[src/rtl/apb_pkg.sv]
// Shared APB master types and default bus widths.
package apb_pkg;

    localparam int APB_ADDR_W = 32;
    localparam int APB_DATA_W = 32;

    typedef enum logic [1:0] {
        IDLE   = 2'd0,
        SETUP  = 2'd1,
        ACCESS = 2'd2
    } apb_state_t;

    typedef struct packed {
        logic                  write;
        logic [APB_ADDR_W-1:0] addr;
        logic [APB_DATA_W-1:0] wdata;
    } apb_cmd_t;

endpackage

[src/rtl/rr_arbiter.sv]
// Combinational round-robin arbiter: the first request at or above ptr wins.
module rr_arbiter #(
    parameter  int N  = 2,
    localparam int IW = (N > 1) ? $clog2(N) : 1
) (
    input  logic [N-1:0]  req_i,
    input  logic [IW-1:0] ptr_i,
    input  logic          en_i,
    output logic [N-1:0]  gnt_o,
    output logic [IW-1:0] idx_o,
    output logic          hit_o
);

    logic [IW-1:0] cand;

    always_comb begin
        gnt_o = '0;
        idx_o = '0;
        hit_o = 1'b0;
        cand  = '0;
        for (int i = 0; i < N; i++) begin
            cand = IW'((int'(ptr_i) + i) % N);
            if (en_i && !hit_o && req_i[cand]) begin
                hit_o       = 1'b1;
                gnt_o[cand] = 1'b1;
                idx_o       = cand;
            end
        end
    end

endmodule

[src/rtl/apb_master_arbiter.sv]
// Round-robin APB3 master sharing one slave port between N_REQ requesters.
module apb_master_arbiter
    import apb_pkg::*;
#(
    parameter int ADDR_W  = APB_ADDR_W,
    parameter int DATA_W  = APB_DATA_W,
    parameter int N_REQ   = 2,
    parameter int TIMEOUT = 16
) (
    input  logic                    pclk,
    input  logic                    preset,
    input  logic [N_REQ-1:0]        req_valid,
    output logic [N_REQ-1:0]        req_ready,
    input  logic [N_REQ-1:0]        req_write,
    input  logic [N_REQ*ADDR_W-1:0] req_addr,
    input  logic [N_REQ*DATA_W-1:0] req_wdata,
    output logic [N_REQ-1:0]        rsp_valid,
    output logic [DATA_W-1:0]       rsp_rdata,
    output logic                    rsp_slverr,
    output logic                    psel,
    output logic                    penable,
    output logic                    pwrite,
    output logic [ADDR_W-1:0]       paddr,
    output logic [DATA_W-1:0]       pwdata,
    input  logic [DATA_W-1:0]       prdata,
    input  logic                    pready,
    input  logic                    pslverr
);

    localparam int IW = (N_REQ > 1) ? $clog2(N_REQ) : 1;
    localparam int CW = (TIMEOUT > 1) ? $clog2(TIMEOUT) : 1;
    localparam logic [CW-1:0] WAIT_LAST = CW'(TIMEOUT - 1);

    apb_state_t        state_q, state_d;
    apb_cmd_t          cmd_q, cmd_d;
    logic [IW-1:0]     own_q, own_d;
    logic [IW-1:0]     ptr_q, ptr_d;
    logic [CW-1:0]     wait_q, wait_d;
    logic [N_REQ-1:0]  rsp_valid_q, rsp_valid_d;
    logic [DATA_W-1:0] rsp_rdata_q, rsp_rdata_d;
    logic              rsp_slverr_q, rsp_slverr_d;

    logic              arb_en;
    logic              arb_hit;
    logic [N_REQ-1:0]  arb_gnt;
    logic [IW-1:0]     arb_idx;

    // Arbitrate when idle, or on a completing ACCESS for back-to-back issue.
    assign arb_en = !preset &&
                    ((state_q == IDLE) ||
                     ((state_q == ACCESS) && pready));

    rr_arbiter #(
        .N(N_REQ)
    ) u_arb (
        .req_i (req_valid),
        .ptr_i (ptr_q),
        .en_i  (arb_en),
        .gnt_o (arb_gnt),
        .idx_o (arb_idx),
        .hit_o (arb_hit)
    );

    always_comb begin
        state_d      = state_q;
        cmd_d        = cmd_q;
        own_d        = own_q;
        ptr_d        = ptr_q;
        wait_d       = wait_q;
        rsp_valid_d  = '0;
        rsp_rdata_d  = '0;
        rsp_slverr_d = 1'b0;

        unique case (state_q)
            IDLE: begin
                wait_d = '0;
            end
            SETUP: begin
                state_d = ACCESS;
                wait_d  = '0;
            end
            ACCESS: begin
                wait_d = wait_q + CW'(1);
                if (pready) begin
                    rsp_valid_d[own_q] = 1'b1;
                    rsp_rdata_d  = cmd_q.write ? '0 : prdata;
                    rsp_slverr_d = pslverr;
                    wait_d       = '0;
                    state_d      = IDLE;
                end else if (wait_q == WAIT_LAST) begin
                    rsp_valid_d[own_q] = 1'b1;
                    rsp_slverr_d = 1'b1;
                    wait_d       = '0;
                    state_d      = IDLE;
                end
            end
            default: begin
                state_d = IDLE;
            end
        endcase

        if (arb_hit) begin
            cmd_d.write = req_write[arb_idx];
            cmd_d.addr  = APB_ADDR_W'(
                req_addr[int'(arb_idx)*ADDR_W +: ADDR_W]);
            cmd_d.wdata = APB_DATA_W'(
                req_wdata[int'(arb_idx)*DATA_W +: DATA_W]);
            own_d   = arb_idx;
            ptr_d   = (arb_idx == IW'(N_REQ - 1)) ?
                      '0 : arb_idx + IW'(1);
            state_d = SETUP;
        end
    end

    always_ff @(posedge pclk) begin
        if (preset) begin
            state_q      <= IDLE;
            cmd_q        <= '0;
            own_q        <= '0;
            ptr_q        <= '0;
            wait_q       <= '0;
            rsp_valid_q  <= '0;
            rsp_rdata_q  <= '0;
            rsp_slverr_q <= 1'b0;
        end else begin
            state_q      <= state_d;
            cmd_q        <= cmd_d;
            own_q        <= own_d;
            ptr_q        <= ptr_d;
            wait_q       <= wait_d;
            rsp_valid_q  <= rsp_valid_d;
            rsp_rdata_q  <= rsp_rdata_d;
            rsp_slverr_q <= rsp_slverr_d;
        end
    end

    assign req_ready  = arb_gnt;
    assign rsp_valid  = rsp_valid_q;
    assign rsp_rdata  = rsp_rdata_q;
    assign rsp_slverr = rsp_slverr_q;
    assign psel       = (state_q != IDLE);
    assign penable    = (state_q == ACCESS);
    assign pwrite     = cmd_q.write;
    assign paddr      = cmd_q.addr[ADDR_W-1:0];
    assign pwdata     = cmd_q.wdata[DATA_W-1:0];

endmodule

[config.mk]
export PLATFORM = sky130hd
export DESIGN_NAME = apb_master_arbiter
export DESIGN_NICKNAME = d
export VERILOG_FILES = /design/src/rtl/apb_pkg.sv /design/src/rtl/rr_arbiter.sv /design/src/rtl/apb_master_arbiter.sv
export SDC_FILE = /design/constraint.sdc
export NUM_CORES = 1
export LEC_CHECK = 0
export CAP_MARGIN = 20
export CORE_AREA = 2 2 106 108
export CTS_BUF_LIST = sky130_fd_sc_hd__clkbuf_8
export DETAILED_ROUTE_END_ITERATION = 10
export DIE_AREA = 0 0 108 110
export PLACE_DENSITY = 0.82
export RECOVER_POWER = 100
export SETUP_SLACK_MARGIN = 0.05
export SYNTH_ARGS = -nofsm -noshare
export SYNTH_HDL_FRONTEND = slang
export SYNTH_SLANG_ARGS = --single-unit
[constraint.sdc]
create_clock -name pclk -period 2.3 [get_ports pclk]
set_clock_uncertainty 0.05 [all_clocks]
set_input_delay 0.23 -clock pclk [delete_from_list [all_inputs] [get_ports pclk]]
set_output_delay 0.23 -clock pclk [all_outputs]
set_load 0.1 [all_outputs]
# == Yosys cells after proc, flatten, opt, wreduce, memory -nomap -nowiden ==
# Cells that the tools add are included.
# word_totals
in_bits,168
out_inout_bits,104
wordCells,83
register_bits,108
# op_classes
n_eq_ne,6
reduce_logical,20
add_sub_neg,3
bitwise_logic,4
n_mux,30
magnitude_cmp,7
n_shift,2
# op_table
op,n
$shiftx 64x7->32,2
$mux 1,17
$mux 2,6
$logic_and 1x1->1,8
$lt 1x2->1 const B,4
$mux 4,2
$pmux 4 s2,1
$pmux 2 s3,1
$reduce_or 2->1,3
$add 4x1->4 const B,1
$eq 4x4->1 const B,1
$ne 4x1->1 const B,1
$reduce_and 2->1,2
$reduce_bool 2->1,2
$reduce_or 4->1,1
$demux 1 s1,3
$ge 1x1->1 const B,3
$ne 3x1->1 const B,1
$not 1->1,3
$add 1x1->1 const B,2
$eq 2x1->1 const B,1
$eq 2x2->1 const B,1
$logic_not 1->1,2
$logic_not 2->1,1
3 further kinds,3

# == Depth between registers and ports, before layout ==
# Gate-level depths: netlist of run 1.
# depth
depth_word,12
ltp_mapped,6
ltp_nobuf,5

# == Cells and area by module ==
# Synthesis of run 1 repeated with hierarchy kept, for this count alone.
# hier_totals
hier_cells,415
hier_area_um2,4206.5
# by_module_without_submodules
module,area_per_inst_um2,cells_per_inst,instances,seq_area_each_um2
apb_master_arbiter,4172.8,408,1,2162.1
rr_arbiter,33.8,7,1,0.0

# == Worst setup path after synthesis of run 1 ==
# OpenSTA, ideal clock, no wires.
# synth_path
path_kind,register -> register
start,register state_q[0]
end,"register cmd_q, in the netlist paddr[23]"
stages_incl_launch_ff,6
n_path_buf,1
synth_period_minus_slack_ns,1.794
required_ns,2.188
path_slack_ns,0.506
t_arrival_ns,1.682
setup_ns,0.062
cell_sequence,dfxtp_1 or2_1 a2111oi_4 buf_6 a222oi_1 inv_1
# synth_via
elab_chain_len,11
elab_cells_between_ends,14
cone_classes,1 x eq/ne; 1 x shift; 4 x mux; 8 x reduce/logical
# synth_rtl
element,line,source
start: declaration,apb_master_arbiter.sv:34,"apb_state_t state_q, state_d;"
start signal: assignment,apb_master_arbiter.sv:126,state_q <= state_d;
$eq 2x2->1,apb_master_arbiter.sv:51,((state_q == ACCESS) && pready));
$logic_and 1x1->1,apb_master_arbiter.sv:51,
$logic_or 1x1->1 (*),apb_master_arbiter.sv:50,((state_q == IDLE) ||
$logic_and 1x1->1 (*),apb_master_arbiter.sv:49,assign arb_en = !preset &&
$logic_and 1x1->1,rr_arbiter.sv:23,if (en_i && !hit_o && req_i[cand]) begin
$mux 1,rr_arbiter.sv:23,
$logic_not 1->1,rr_arbiter.sv:23,
$logic_and 1x1->1 (2 in series),rr_arbiter.sv:23,
$mux 1,rr_arbiter.sv:23,
$shiftx 64x7->32,apb_master_arbiter.sv:105,req_addr[int'(arb_idx)*ADDR_W +: ADDR_W]);
end signal: assignment,apb_master_arbiter.sv:127,cmd_q <= cmd_d;
end: declaration,apb_master_arbiter.sv:35,"apb_cmd_t cmd_q, cmd_d;"
# Mark *: on every way between the ends. The rest lies on a longest branch, timed or not.
# A chain may end at the register's enable or synchronous reset.

# == Final worst setup path of run 1 ==
# layout_path
start,register state_q[0]
end,output port req_ready[1]
# layout_via
elab_chain_len,10
elab_cells_between_ends,13
cone_classes,1 x eq/ne; 3 x mux; 1 x bitwise; 8 x reduce/logical
# layout_rtl
element,line,source
$eq 2x2->1,apb_master_arbiter.sv:51,
$logic_and 1x1->1,apb_master_arbiter.sv:51,
$logic_or 1x1->1 (*),apb_master_arbiter.sv:50,
$logic_and 1x1->1 (*),apb_master_arbiter.sv:49,
$logic_and 1x1->1,rr_arbiter.sv:23,
$mux 1,rr_arbiter.sv:23,
$logic_not 1->1,rr_arbiter.sv:23,
$logic_and 1x1->1 (2 in series),rr_arbiter.sv:23,
$mux 2 (*),rr_arbiter.sv:23,
end: declaration,apb_master_arbiter.sv:13,"output logic [N_REQ-1:0] req_ready,"
# Marks and branches as above.

==> results of run 1 <==
## logic make-up (layout without fill, tap and decap cells)
| logic type | Yosys count | in the layout | share of synthesized area, % |
|---|---|---|---|
| fa+ha+maj | 1 | 1 | 0.3211 |
| compound gates | 80 | 80 | 16.28 |
| mux | 30 | 30 | 7.707 |
| flops | 108 | 108 | 55.49 |
| buf+inv | 71 | 342 | 8.189 |
| simple gates | 85 | 85 | 12.01 |
## power by group
| group | switching, µW | total, µW | internal (µW) |
|---|---|---|---|
| registers | 79.0 | 2080 | 2000 |
| clock network | 644 | 1220 | 579 |
| logic | 1240 | 1690 | 446 |
| total | 1970 | 4990 | 3030 |
## metal layers
layer  GRT usage, %  wire length [µm]  part of all wire (%)  up-vias
met1          20.46              4573                    36     1788
met5              0                 0                     0        -
met4          7.509               209                   1.7        0
met2          37.87              6759                    53      188
li1               -                 -                     -     1862
met3          6.467              1092                   8.6       14
## stage by stage
step / cells / utilization [%]
floorplan: 375 / -
global placement: 769 / 61.12
detailed placement: 769 / 61.12
CTS: 786 / 63.47
global route: 786 / 59.67
finish: 786 / 59.67
## placed cells by master (no fill, tap or decap), types with 5 or more instances in the layout
| master | synthesis | layout |
|---|---|---|
| clkbuf_1 | 8 | 101 |
| and2_1 | 32 | 19 |
| clkbuf_8 | 0 | 11 |
| a222oi_1 | 35 | 35 |
| nor2_1 | 8 | 8 |
| dfxtp_1 | 108 | 108 |
| and2_0 | 0 | 13 |
| o21ai_0 | 29 | 31 |
| a21oi_1 | 6 | 6 |
| clkbuf_2 | 0 | 5 |
| mux2i_1 | 30 | 30 |
| inv_1 | 44 | 44 |
| nand3_1 | 32 | 32 |
| buf_12 | 0 | 5 |
| clkdlybuf4s50_1 | 0 | 166 |
## worst min-delay path: cells and delay by family
kind                   cells  cell delay, ns
buffers and inverters      2            0.44
AOI/OAI and AO/OA          1            0.05
## area by class of cell
class                           instances  area [µm²]  area share [%]
Tap cell                              140       175.2           2.744
Timing Repair Buffer                  282        2235           35.01
Inverter                               44       165.2           2.587
Sequential cell                       108        2162           33.87
Multi-Input combinational cell        196        1428           22.36
Clock inverter                          5       67.56           1.058
Clock buffer                           11       151.4           2.372
## flip-flops by register name (all words and copies together), names as in the netlist, 2 cells and up
| name | count |
|---|---|
| wait_q | 4 |
| state_q | 2 |
| pwdata | 32 |
| rsp_valid | 2 |
| rsp_rdata | 32 |
| paddr | 32 |
## final timing paths
path                       end  slack, ns  cells after the start
setup / recovery  req_ready[1]       0.19                      4
hold / removal      rsp_slverr       0.35                      3
setup reg to reg     pwdata[6]       0.21                      5
hold reg to reg   rsp_valid[1]       0.40                      2
## what timing repair did
item | CTS | global route
setup endpoints to repair | 1 | 1
pin swaps | 1 | 0
hold endpoints to repair | 0 | 0
resized for setup | 0 | 2
gates cloned | 1 | 0
setup buffers | 0 | 0
==> results.py, run 1 <==
metrics = {
    "outcome": {
        "status": "finished, final reports clean",
    },
    "drt": {
        "via_per_inst": 4.901,
        "post_drt_wl_per_cell_um": 16.07,
        "drc": 0,
        "routed_wl_um": 12630,
        "drtAntennaViolNets": 0,
        "first_pass_iters": 8,
        "vias": 3852,
        "dr.first_iter.drc_count": 265,
    },
    "finish": {
        "nFillCells": 996,
        "stdcell_area_um2": 6384,
        "drive_above_1_share_pct": 5.882,
        "antenna_cells": 0,
        "finish.net_count": 810,
        "area_growth_pct": 63.84,
    },
    "clocking": {
        "cts_buffer_depth": 2,
        "insertion_delay_ns": 0.36,
        "cts_sinks": 108,
        "ctsHoldBuffers": 0,
        "cts_inserted_buffers": 9,
        "root_buffer": "clkbuf_8",
        "tritoncts": "done",
        "h-tree-depth": 3,
        "clkTransAtPathRegs_ns": 0.10,
    },
    "sta": {
        "setup_ws_ns": 0.1899,
        "hold_slack_ns": 0.3531,
        "slew_viol_final": 0,
        "timing.setup.tns_ns": 0,
        "fmax_mhz": 473.9,
        "hold_violations": 0,
        "finalCriticalPeriod_ns": 2.110,
        "fin_crit_sh_pct": 91.74,
        "rsz0062_at_grt": "false",
        "finalSetupViolCount": 0,
        "max_slew.worst_pin.slew_ns": 1.238,
        "slew_headroom_pct": 17.81,
    },
    "synthesis": {
        "synthTopCellsByCount": "108 x dfxtp_1, 44 x inv_1, 35 x a222oi_1",
        "synth.most_common_cell": "dfxtp_1",
        "synth-seq-cells": 108,
        "yosys-top-cells-area": "dfxtp_1 55%, a222oi_1 9.0%, mux2i_1 7.7%, and2_1 5.1%, inv_1 4.2%",
        "yosys.area.top_type": "dfxtp_1",
        "synthFlopType": "dfxtp_1",
        "synth_edf_count": 0,
        "synth_fp_nets": 544,
        "synthCells": 375,
        "synth_cell_types": 32,
        "synth.yosys.seq_area_share_pct": 55.49,
        "synthArstFlopShare_pct": 0,
        "synth_area_um2": 3896,
        "netlist.area_leader.share_pct": 55.49,
        "yosys_warnings": 0,
        "avgSynthCellArea_um2": 10.39,
    },
    "worst_setup_path": {
        "worst_path_max_delay_cell": "dfxtp_1",
        "r2r-start": "state_q[0]",
        "cp_top_family": "flip-flops",
        "crit_buf_inv": 2,
        "critical_path.cell_chain": "or2_4 > a2111oi_4 > buf_6 > buf_12",
        "startpoint": "state_q[0]",
        "cp.required_ns": 2.02,
        "worstPathArrival_ns": 1.83,
        "critPathMaxFanout": 11,
        "endpoint_kind": "output pin",
        "critPathKind": "flip-flop to output pin",
        "critPathLaunchType": "flip-flop",
        "critPathMaxStageDelay_ns": 0.42,
    },
    "power": {
        "p_per_area_nw_per_um2": 782.2,
        "ir_drop_v": 0.0004634,
        "p_leak_uw": 0.002740,
        "power_uw": 4993,
    },
    "worst_hold_path": {
        "hold_class": "input port to flip-flop",
        "hp-start": "pslverr",
    },
    "grt": {
        "grt_pass1_vias": 3773,
        "grt_overflow_total": 0,
        "grt_usage_pct": 19.98,
        "antenna_found_initial": 0,
        "grt_pass1_wl_um": 18220,
        "grt_max_degree": 62,
    },
    "job": {
        "drv_cap": 0,
    },
    "placement": {
        "dpl-instance-area_um2": 6539,
        "dp_hpwl_um": 9527,
        "io_buffers": 271,
        "dpl_worst_slack_ns": 0.2086,
        "place.gp.congestion": 0.7879,
    },
    "floorplanning": {
        "rows": 38,
        "die_area_um2": 11880,
        "pin_count": 272,
        "coreArea_um2": 10700,
        "die_h_um": 110,
        "initial_utilization_pct": 36.42,
        "die_width_um": 108,
    },
}
Note: power is estimated with default switching activity, not from simulation.
==> inputs of run 2 (changes only) <==
Settings changed: CORE_AREA 2 2 106 108 to default, CORE_MARGIN from default to 2, CORE_UTILIZATION from default to 40, CTS_CLUSTER_DIAMETER from default to 30, DIE_AREA 0 0 108 110 to default, PLACE_DENSITY 0.82 to 0.87, SYNTH_HIERARCHICAL from default to 1.
==> results.py, run 2 <==
metrics = {
    "worst_setup_path": {
        "critPathLaunchType": "input port",
        "critPathMaxStageDelay_ns": 0.48,
        "critPathMaxFanout": 2,
        "worstPathArrival_ns": 1.81,
        "cp.required_ns": 2.02,
        "crit_buf_inv": 4,
        "critPathKind": "input port to output pin",
        "worst_path_max_delay_cell": "clkdlybuf4s50_1",
        "endpoint_kind": "output pin",
        "critical_path.cell_chain": "clkdlybuf4s50_1 > inv_1 > a211oi_1 > nand2_1 > buf_4 > a21oi_2 > buf_12",
        "cp_top_family": "buffers and inverters",
    },
    "floorplanning": {
        "pin_count": 272,
        "rows": 37,
        "die_width_um": 106.6,
        "initial_utilization_pct": 40.93,
        "die_h_um": 106.6,
        "coreArea_um2": 10280,
        "die_area_um2": 11350,
    },
    "finish": {
        "finish.net_count": 845,
        "antenna_cells": 0,
        "layout_common_cells": "166 x clkdlybuf4s50_1, 108 x dfxtp_1, 100 x clkbuf_1, 72 x nor2_1, 67 x a211oi_1",
        "layoutNonFillerInstCount": 817,
        "mostFrequentLayoutCell": "clkdlybuf4s50_1",
        "area_growth_pct": 58.95,
        "nFillCells": 902,
        "drive_above_1_share_pct": 6.167,
    },
    "clocking": {
        "tritoncts": "done",
        "cts_resized": 0,
        "ctsHoldBuffers": 0,
        "cts_setup_buffers": 0,
        "cts_inserted_buffers": 9,
        "h-tree-depth": 3,
        "insertion_delay_ns": 0.35,
        "clkTransAtPathRegs_ns": 0.12,
        "cts_buffer_depth": 2,
        "cts_sinks": 108,
        "root_buffer": "clkbuf_8",
    },
    "sta": {
        "finalSetupViolCount": 0,
        "setup_ws_ns": 0.2073,
        "hold_violations": 0,
        "finalCriticalPeriod_ns": 2.093,
        "max_slew.worst_pin.slew_ns": 1.496,
        "slew_viol_final": 0,
        "rsz0062_at_grt": "false",
        "hold_slack_ns": 0.3615,
        "fin_crit_sh_pct": 90.99,
        "fmax_mhz": 477.8,
        "slew_headroom_pct": 0.2979,
    },
    "drt": {
        "first_pass_iters": 4,
        "wl_met3_um": 969,
        "dr.first_iter.drc_count": 172,
        "routed_wl_um": 12250,
        "post_drt_wl_per_cell_um": 14.99,
        "vias": 3987,
        "routed-wl-met2_um": 6184,
        "drtAntennaViolNets": 0,
        "drc": 0,
        "wirelength_met1_um": 4839,
        "via_per_inst": 4.880,
        "topRoutingLayerUsed": "met4",
    },
    "outcome": {
        "status": "finished, violations left",
        "violations": "capacitance limit",
    },
    "synthesis": {
        "synthFlopType": "dfxtp_1",
        "synth_fp_nets": 584,
        "synth.yosys.seq_area_share_pct": 51.40,
        "yosys_warnings": 6,
        "synthTopCellsByCount": "108 x dfxtp_1, 72 x nor2_1, 67 x a211oi_1",
        "yosys.area.top_type": "dfxtp_1",
        "avgSynthCellArea_um2": 10.14,
        "netlist.area_leader.share_pct": 51.40,
        "yosys-top-cells-area": "dfxtp_1 51%, mux2i_1 16%, a211oi_1 12%, nor2_1 6.4%, and2_1 4.8%",
        "synthArstFlopShare_pct": 0,
        "synth-seq-cells": 108,
        "synthCells": 415,
        "synth.most_common_cell": "dfxtp_1",
        "synth_area_um2": 4207,
        "synth_cell_types": 29,
        "synth_edf_count": 0,
    },
    "placement": {
        "dpl_worst_slack_ns": -0.05883,
        "place.gp.congestion": 0.7394,
        "place_inst": 801,
        "dp_hpwl_um": 9550,
        "io_buffers": 271,
    },
    "grt": {
        "grt_usage_pct": 20.62,
        "grt_pass1_wl_um": 18690,
        "grt_pass1_vias": 3923,
        "antenna_found_initial": 0,
        "grt_overflow_total": 0,
        "grt_max_degree": 74,
    },
    "power": {
        "ir_drop_v": 0.0004145,
        "clkPwrFrac_pct": 25.4,
        "p_per_area_nw_per_um2": 717.4,
        "comb_power_share_pct": 32.1,
        "p_seq_share_pct": 42.5,
        "power_uw": 4797,
        "internal_power_uw": 2968,
        "sw_frac_of_total_pct": 38.12,
        "p_leak_uw": 0.002393,
        "switchingPower_uw": 1829,
    },
    "worst_hold_path": {
        "hold_class": "input port to flip-flop",
    },
    "job": {
        "drv_cap": 1,
    },
}
==> run 2: cell types whose count changed after synthesis, moves of 3 or more <==
cell	delta
a211oi_1	+67
o21ai_0	-28
o21ai_1	-3
nor2_1	+64
buf_4	-3
clkbuf_1	+7
a222oi_1	-35
inv_1	-40
mux2i_1	+36
nand3_1	-29
buf_1	+3
==> run 2: layout make-up <==
type / instances / area, µm² / area share (%)
Clock inverter: 7 / 92.59 / 1.385
Timing Repair Buffer: 285 / 2255 / 33.72
Sequential cell: 108 / 2162 / 32.34
Tap cell: 136 / 170.2 / 2.545
Inverter: 4 / 15.01 / 0.2246
Clock buffer: 9 / 123.9 / 1.853
Multi-Input combinational cell: 268 / 1868 / 27.94
==> run 2: routing by layer <==
layer / vias up / global-route usage, %
met4: 0 / 6.679
met2: 170 / 38.05
li1: 1977 / -
met3: 22 / 5.273
met1: 1818 / 23.05
met5: - / 0
==> run 2: kinds of logic (layout without fill, tap and decap cells) <==
| kind of cell | count (synthesis) | in the layout | synth area share (%) |
|---|---|---|---|
| AOI/OAI and AO/OA | 79 | 79 | 13.65 |
| adders and majority gates | 1 | 1 | 0.2974 |
| buffers and inverters | 39 | 305 | 4.640 |
| DFF | 108 | 108 | 51.40 |
| muxes | 66 | 66 | 15.70 |
| and+or+nand+nor | 122 | 122 | 14.31 |
==> run 2: worst paths after layout <==
check | from | to | slack (ns) | cells past startpoint
worst max-delay path | pready | req_ready[1] | 0.21 | 7
worst min-delay path | prdata[4] | rsp_rdata[4] | 0.36 | 2
worst max register to register | state_q[1] | paddr[6] | 0.25 | 6
worst min register to register | own_q | rsp_valid[1] | 0.41 | 2
==> run 2: power by group through the flow <==
stage	combinational [µW]	sequential, µW	clock (µW)
2_1_floorplan	341	2820	0
3_3_place_gp	1620	2080	0
3_5_place_dp	1650	2080	0
4_1_cts	1650	2040	1250
5_1_grt	1610	2050	1330
6_report	1540	2040	1220
==> run 2: per-stage QoR <==
step | TNS, ns | cell area (µm²) | utilization (%)
CTS | 0 | 7092 | 69.00
global route | 0 | 6686 | 65.06
finish | 0 | 6686 | 65.06
global placement | 0 | 6875 | 66.90
detailed placement | -0.3099 | 6875 | 66.90
floorplan | 0 | 4214 | -
==> inputs of run 3 (changes only) <==
--- a/config.mk
+++ b/config.mk
@@ -12,4 +12,5 @@
 export CTS_CLUSTER_DIAMETER = 30
 export DETAILED_ROUTE_END_ITERATION = 10
+export GPL_ROUTABILITY_DRIVEN = 1
 export PLACE_DENSITY = 0.87
 export RECOVER_POWER = 100
==> constraint.sdc (replaced) <==
create_clock -name pclk -period 2.3 [get_ports pclk]
set_clock_uncertainty 0.05 [all_clocks]
set_input_delay 0.575 -clock pclk [delete_from_list [all_inputs] [get_ports pclk]]
set_output_delay 0.575 -clock pclk [all_outputs]
set_load 0.1 [all_outputs]
==> results.py, run 3 (synthesis results as in run 2) <==
metrics = {
    "outcome": {
        "status": "finished, final reports clean",
    },
    "sta": {
        "fmax_mhz": 455.9,
        "fin_crit_sh_pct": 95.38,
        "timing.setup.tns_ns": 0,
        "hold_violations": 0,
        "slew_viol_final": 0,
        "slew_headroom_pct": 49.09,
        "max_slew.worst_pin.slew_ns": 0.7636,
        "setup_ws_ns": 0.1063,
        "finalSetupViolCount": 0,
        "finalCriticalPeriod_ns": 2.194,
        "rsz0062_at_grt": "false",
    },
    "worst_setup_path": {
        "rr_worst_depth": 6,
        "cp.required_ns": 1.67,
        "r2r_end": "pwdata[26]",
        "r2r-start": "state_q[1]",
        "critPathLaunchType": "input port",
        "worstPathArrival_ns": 1.57,
        "endpoint_kind": "output pin",
        "critPathMaxFanout": 2,
        "rrSetupSlack_ns": 0.26,
        "critPathKind": "input port to output pin",
    },
    "power": {
        "p_per_area_nw_per_um2": 694.8,
        "ir_drop_v": 0.0004022,
        "p_leak_uw": 0.002731,
    },
    "floorplanning": {
        "die_area_um2": 11350,
        "pin_count": 272,
        "rows": 37,
        "die_width_um": 106.6,
        "initial_utilization_pct": 40.93,
        "die_h_um": 106.6,
        "coreArea_um2": 10280,
    },
    "clocking": {
        "cts_sinks": 108,
        "ctsHoldBuffers": 0,
        "root_buffer": "clkbuf_8",
        "h-tree-depth": 3,
        "cts_buffer_depth": 2,
        "cts_inserted_buffers": 9,
        "tritoncts": "done",
        "insertion_delay_ns": 0.37,
        "clkTransAtPathRegs_ns": 0.11,
    },
    "placement": {
        "dpl_worst_slack_ns": -0.4304,
        "dp_hpwl_um": 9860,
        "place_inst": 805,
        "io_buffers": 271,
        "place.gp.congestion": 0.8644,
    },
    "worst_hold_path": {
        "whs_endpoint": "rsp_valid[1]",
        "hold_path_depth": 2,
        "hp-start": "own_q",
        "hold_class": "flip-flop to flip-flop",
    },
    "drt": {
        "via_per_inst": 4.955,
        "dr.first_iter.drc_count": 114,
        "post_drt_wl_per_cell_um": 15.56,
        "first_pass_iters": 4,
        "vias": 4078,
        "drtAntennaViolNets": 0,
        "routed_wl_um": 12800,
        "drc": 0,
    },
    "grt": {
        "use_met2_pct": 39.74,
        "grt_overflow_total": 0,
        "gr-max-usage-layer": "met2",
        "grt_usage_pct": 21.78,
        "grt_pass1_vias": 4003,
        "grt.met1_usage_pct": 24.29,
        "grt_pass1_wl_um": 19650,
        "met3_usage_pct": 4.905,
        "antenna_found_initial": 0,
        "grt_max_degree": 73,
    },
    "finish": {
        "mostFrequentLayoutCell": "clkdlybuf4s50_1",
        "nFillCells": 859,
        "regArea_um2": 2163,
        "antenna_cells": 0,
        "utilization_pct": 66.33,
        "drive_above_1_share_pct": 21.54,
        "finish.net_count": 851,
        "layout_common_cells": "164 x clkdlybuf4s50_1, 107 x dfxtp_1, 104 x clkbuf_2, 72 x nor2_1",
        "multiInputGateArea_um2": 1877,
        "area_growth_pct": 62.05,
        "layoutNonFillerInstCount": 823,
    },
    "job": {
        "drv_cap": 0,
    },
}
## run 3: stage by stage
stage | hold WS (ns) | cell area, µm² | power (µW)
after global routing | 0.4502 | 6817 | 4902
after global placement | 0.4005 | 6948 | 3724
after detailed placement | 0.4054 | 6948 | 3750
after CTS | 0.4239 | 7147 | 4842
after floorplan | 0.3625 | 4277 | 3177
final | 0.4258 | 6817 | 4736
## run 3: routing by layer
metal  wire (µm)  share of wire, %
met5           0                 0
met4         365               2.9
met3         818               6.4
met2        6555                51
met1        5062                40
## run 3: timing repair
action	CTS	global route
buffers inserted	2	0
setup endpoints to repair	25	2
pin swaps	2	2
endpoints found under the hold margin	0	0
resized for setup	3	4
## run 3: report_power, final
group          switching (µW)  leakage (µW)  internal [µW]
registers                65.4      0.000886           1980
logic                    1090       0.00175            487
clock network             677     0.0000962            436
total                    1830       0.00273           2900
## run 3: how the worst max path moves through the flow
stage                       from      endpoint  slack [ns]
floorplan                 preset  req_ready[0]       -0.02
global placement          pready    pwdata[10]       -0.29
detailed placement        pready     paddr[29]       -0.43
CTS                       pready  req_ready[0]        0.06
global route          state_q[1]      paddr[6]        0.06
finish              req_valid[1]  req_ready[0]        0.11
## run 3: area by class of cell
type | count | area share, %
timing repair buffer | 291 | 35.28
sequential | 108 | 31.74
multi-input combinational | 268 | 27.53
tap | 136 | 2.496
clock buffer | 10 | 2.019
clock inverter | 6 | 0.7159
inverter | 4 | 0.2203
## run 3: critical path, stage by stage
cell             delay [ns]
clkdlybuf4s50_1        0.44
buf_4                  0.16
a21oi_4                0.15
buf_6                  0.24
==> variant 1 (flow settings as in run 2) <==
Put one more register stage on the output `rsp_slverr`. The value now appears one clock later. The other outputs are not delayed to match.
--- a/src/rtl/apb_master_arbiter.sv
+++ b/src/rtl/apb_master_arbiter.sv
@@ -137,7 +137,9 @@
     assign req_ready  = arb_gnt;
     assign rsp_valid  = rsp_valid_q;
     assign rsp_rdata  = rsp_rdata_q;
-    assign rsp_slverr = rsp_slverr_q;
+    always_ff @(posedge pclk) begin
+        rsp_slverr <= rsp_slverr_q;
+    end
     assign psel       = (state_q != IDLE);
     assign penable    = (state_q == ACCESS);
     assign pwrite     = cmd_q.write;
Check against the original RTL: not equivalent (a bounded check fails within 4 cycles, from zero or initial values and one cycle with preset high).
==> variant 1 against run 2 <==
- sequential cell count is 1 higher
- final area is 0.56% lower
- first-iteration DRC count is 27% lower
- clock power is 11% lower
- power is 2.1% lower
- register-to-register slack worse by 20 ps
- sequential share of layout area is 0.48 points higher
- count of clock-buffer cells in the layout stayed put
- critical path depth stayed put
- core utilization is 0.37 points lower
- routed wire length is 8.9% higher
- setup slack worse by 24 ps
- die area is 0.45% higher
- synthesized area is 0.48% higher
- critical path type unchanged
- largest cell class unchanged
- largest power group unchanged
==> variant 1: results (changes against run 2) <==
- The leakage power came to 2.377 nW (-0.65%).
- The arrival time at the worst endpoint is 1840 ps (+30 ps).
- The share of async-settable or async-resettable flops after synthesis was 0% (unchanged).
- The met2 wire length was 6780 µm (+9.6%).
- The via count of the first global-routing pass is 4114 (+4.9%).
- The clock network fraction of design power was 23.2% (-2.2 points).
- The number of antenna violations at the first check in global routing is 0 (unchanged).
- The placed cell count came to 802 (+0.12%).
- The headroom to the max-slew limit was 15.47% (+15 points).
- The total power density per cell area is 706.5 nW/µm² (-1.5%).
- The fill cell instance count of the final layout is 875 (-3.0%).
- After synthesis, the most frequently instantiated cells are 109 x sky130_fd_sc_hd__dfxtp_1, 72 x sky130_fd_sc_hd__nor2_1, 67 x sky130_fd_sc_hd__a211oi_1.
- The final estimated routing congestion in global placement is 0.7949 (+7.5%).
- The area share of the largest cell type after synthesis is 51.63% (+0.23 points).
- The endpoint of the worst register-to-register path is rsp_rdata[21].
- The pin count of the biggest net entering global routing was 39 (-47%).
- The via count normalized by instance count is 4.962 (+1.7%).
- The maximum cell stage delay along the critical path was 510 ps (+30 ps).
- The wire length reported by the detailed router is 13340 µm (+8.9%).
- The global routing met1 resource utilization was 24.77% (+1.7 points).
- The flow ran to the end, and the final reports show no timing, DRC or antenna violations.
- The arithmetic-cell share of the synthesized area counting full adders, half adders and majority gates was 0.2960% (-0.0014 points).
- The fraction of the mapped netlist area in compound gates came to 13.59% (-0.065 points).
- The most critical setup path has its endpoint at req_ready[0].
- The worst setup slack after placement is -97.15 ps (-38.31 ps).
- The mux share of post-synthesis cell area came to 15.63% (-0.074 points).
- The met3 global-route usage is 6.565% (+1.3 points).
- The all-layer global routing usage was 22.72% (+2.1 points).
- The register area share after synthesis is 51.63% (+0.23 points).
- The violation count after the first detailed-route iteration is 126 (-27%).
- The share of post-route cells with drive strength above 1 is 5.718% (-0.45 points).
- The largest voltage drop on the vdd net came to 0.0004280 V (+3.3%).
- The cell area after placement came to 6883 µm² (+0.11%).
- The placed wire-length estimate after detailed placement is 10270 µm (+7.6%).
- The hold path depth was 3 (+1).
- The met2 usage in global routing is 41.77% (+3.7 points).
- The total internal power came to 2.865 mW (-3.5%).
- The time the worst path needs with I/O delays and setup came to 2117 ps (+24.08 ps).
- The synthesized net count came to 585 (+0.17%).
- The wire length on met1 is 5177 µm (+7.0%).
- The internal reg-to-reg setup slack is 230 ps (-20 ps).
-- variant 1: cell families after synthesis --
logic type	Yosys count
simple gates	122
compound gates	79
fa+ha+maj	1
mux	66
flops	109
buf+inv	39
-- variant 1: how the worst min path moves through the flow --
| stage | from | to | slack [ps] |
|---|---|---|---|
| finish | preset | wait_q[2] | 180 |
| global route | preset | wait_q[1] | 210 |
| CTS | preset | wait_q[2] | 230 |
| detailed placement | rsp_slverr_q | rsp_slverr | 270 |
| global placement | rsp_slverr_q | rsp_slverr | 260 |
| floorplan | pready | rsp_slverr_q | 260 |
-- variant 1: area by class of cell --
| cell class | count | area (µm²) | share of cell area, % |
|---|---|---|---|
| Clock buffer | 9 | 123.9 | 1.863 |
| Clock inverter | 6 | 56.30 | 0.8468 |
| Inverter | 4 | 15.01 | 0.2258 |
| Multi-Input combinational cell | 268 | 1849 | 27.81 |
| Sequential cell | 109 | 2182 | 32.82 |
| Tap cell | 136 | 170.2 | 2.559 |
| Timing Repair Buffer | 286 | 2252 | 33.87 |
==> variant 2 (config.mk and constraints of run 2) <==
Made on the original files. The parameter `TIMEOUT` goes from 16 to 8.
--- a/src/rtl/apb_master_arbiter.sv
+++ b/src/rtl/apb_master_arbiter.sv
@@ -5,7 +5,7 @@
     parameter int ADDR_W  = APB_ADDR_W,
     parameter int DATA_W  = APB_DATA_W,
     parameter int N_REQ   = 2,
-    parameter int TIMEOUT = 16
+    parameter int TIMEOUT = 8
 ) (
     input  logic                    pclk,
     input  logic                    preset,
Formal check against the unedited RTL: same outputs for any inputs over 10 cycles, from zero or initial values and one cycle with preset high; that may be too few to reach the edited logic, so the function may still have changed.
==> variant 2 against run 2 <==
- worst hold slack better by 18 ps
- clock power down 14%
- via count up 0.43%
- setup slack better by 16 ps
- synthesized area up 2.3%
- sequential cell count down 1
- register-to-register slack better by 170 ps
- power down 3.3%
- core utilization down 1.1 points
- die area up 2.3%
- routed wire length up 6.5%
- final area down 0.82%
- final cell count down 0.98%
- highest routed layer unchanged
==> variant 2: results (changes against run 2) <==
- The H-tree depth is 3 (unchanged).
- The placed wire-length estimate after detailed placement was 9967 µm (+4.4%).
- The number of port buffers was 271 (unchanged).
- By area the synthesized netlist is led by sky130_fd_sc_hd__dfxtp_1 50%, sky130_fd_sc_hd__mux2i_1 16%, sky130_fd_sc_hd__a211oi_1 12%.
- The number of unique standard cell types used by synthesis is 28 (-3.4%).
- The share of post-route cells with drive strength above 1 is 6.241% (+0.073 points).
- The number of iterations in the first detailed-routing pass is 4 (unchanged).
- The largest voltage drop on the vdd net is 0.0003918 V (-5.5%).
- The non-filler instance count after layout is 809 (-0.98%).
- The pin count of the biggest net entering global routing is 104 (+41%).
- The synthesized area per cell is 10.45 µm² (+3.1%).
- The cell area after placement was 6864 µm² (-0.16%).
- The maximum cell stage delay along the critical path is 550 ps (+70 ps).
- The global routing met1 resource utilization is 23.00% (-0.052 points).
- The met2 usage in global routing is 40.48% (+2.4 points).
- The number of antenna violations at the first check in global routing is 0 (unchanged).
- The worst setup slack after placement came to 5.456 ps (+64.29 ps).
- The run finished with clean final reports.
- The wire length reported by the detailed router was 13040 µm (+6.5%).
- The met2 wire length is 6815 µm (+10%).
- The final estimated routing congestion in global placement is 0.7765 (+5.0%).
- The leakage power is 2.315 nW (-3.3%).
- The global-route wire length before repair came to 19750 µm (+5.7%).
- The cell with the largest stage delay on the worst path is sky130_fd_sc_hd__dlygate4sd3_1.
- The number of nets in the finished design came to 839 (-0.71%).
- The overall via count from detail_route came to 4004 (+0.43%).
- The number of warnings reported in the yosys synthesis log came to 6 (unchanged).
- The clock root buffer is sky130_fd_sc_hd__clkbuf_8.
- The flip-flop cell with the highest count after synthesis is sky130_fd_sc_hd__dfxtp_1.
- The synthesized net count came to 583 (-0.17%).
- Ranked by instance count, the synthesized netlist is headed by 107 x sky130_fd_sc_hd__dfxtp_1, 68 x sky130_fd_sc_hd__nor2_1, 67 x sky130_fd_sc_hd__a211oi_1, 67 x sky130_fd_sc_hd__mux2i_1, 29 x sky130_fd_sc_hd__nor3b_1.
- The slew at the pin closest to its max-slew limit is 1313 ps (-183.0 ps).
- The number of post-CTS setup repair buffers is 0 (unchanged).
- The number of diodes is 0 (unchanged).
- Grouping stages by cell kind, the critical path spends the most delay in buffers and inverters.
- The placed cell count is 792 (-1.1%).
- The wire length on met1 is 4888 µm (+1.0%).
- The register area share after synthesis is 49.75% (-1.6 points).
- The met3 wire length was 1072 µm (+11%).
- The all-layer global routing usage is 21.53% (+0.90 points).
- The violation count after the first detailed-route iteration is 144 (-16%).
- The met3 global-route usage is 5.690% (+0.42 points).
[variant 2: cell types whose count changed after synthesis, moves of 3 or more]
| cell | change |
|---|---|
| sky130_fd_sc_hd__nor3b_2 | +4 |
| sky130_fd_sc_hd__buf_4 | +4 |
| sky130_fd_sc_hd__buf_1 | -4 |
| sky130_fd_sc_hd__nand3_1 | -3 |
| sky130_fd_sc_hd__buf_12 | +3 |
| sky130_fd_sc_hd__nor3b_1 | +29 |
| sky130_fd_sc_hd__nand2_1 | +3 |
| sky130_fd_sc_hd__nor2_1 | -4 |
| sky130_fd_sc_hd__and2_1 | -32 |
[variant 2: cell type report]
type	count	area (µm²)
fill	939	3739
timing repair buffer	285	2232
sequential	107	2142
multi-input combinational	263	1902
tap	136	170.2
clock buffer	9	123.9
clock inverter	7	53.80
inverter	2	7.507
[variant 2: worst paths after layout]
path	from	end	slack [ps]	cells after the start
max	pready	req_ready[1]	220	7
min	prdata[30]	rsp_rdata[30]	380	2
max reg2reg	state_q[1]	pwdata[10]	420	6
min reg2reg	own_q	rsp_valid[0]	420	1
[variant 2: cells by family (layout without fill, tap and decap cells)]
kind of cell | after synthesis | in the layout | share of synthesized area (%)
DFF | 107 | 107 | 49.75
AOI/OAI and AO/OA | 75 | 75 | 12.85
and+or+nand+nor | 118 | 118 | 14.73
buffers and inverters | 42 | 303 | 6.219
muxes | 67 | 67 | 15.58
adders and majority gates | 3 | 3 | 0.8719
[variant 2: power breakdown]
group | total (mW) | leakage [nW] | internal [mW] | switching [mW]
clock network | 1.05 | 0.0929 | 0.404 | 0.646
registers | 2.02 | 0.877 | 1.96 | 0.0592
logic | 1.57 | 1.35 | 0.463 | 1.11
total | 4.64 | 2.31 | 2.83 | 1.81
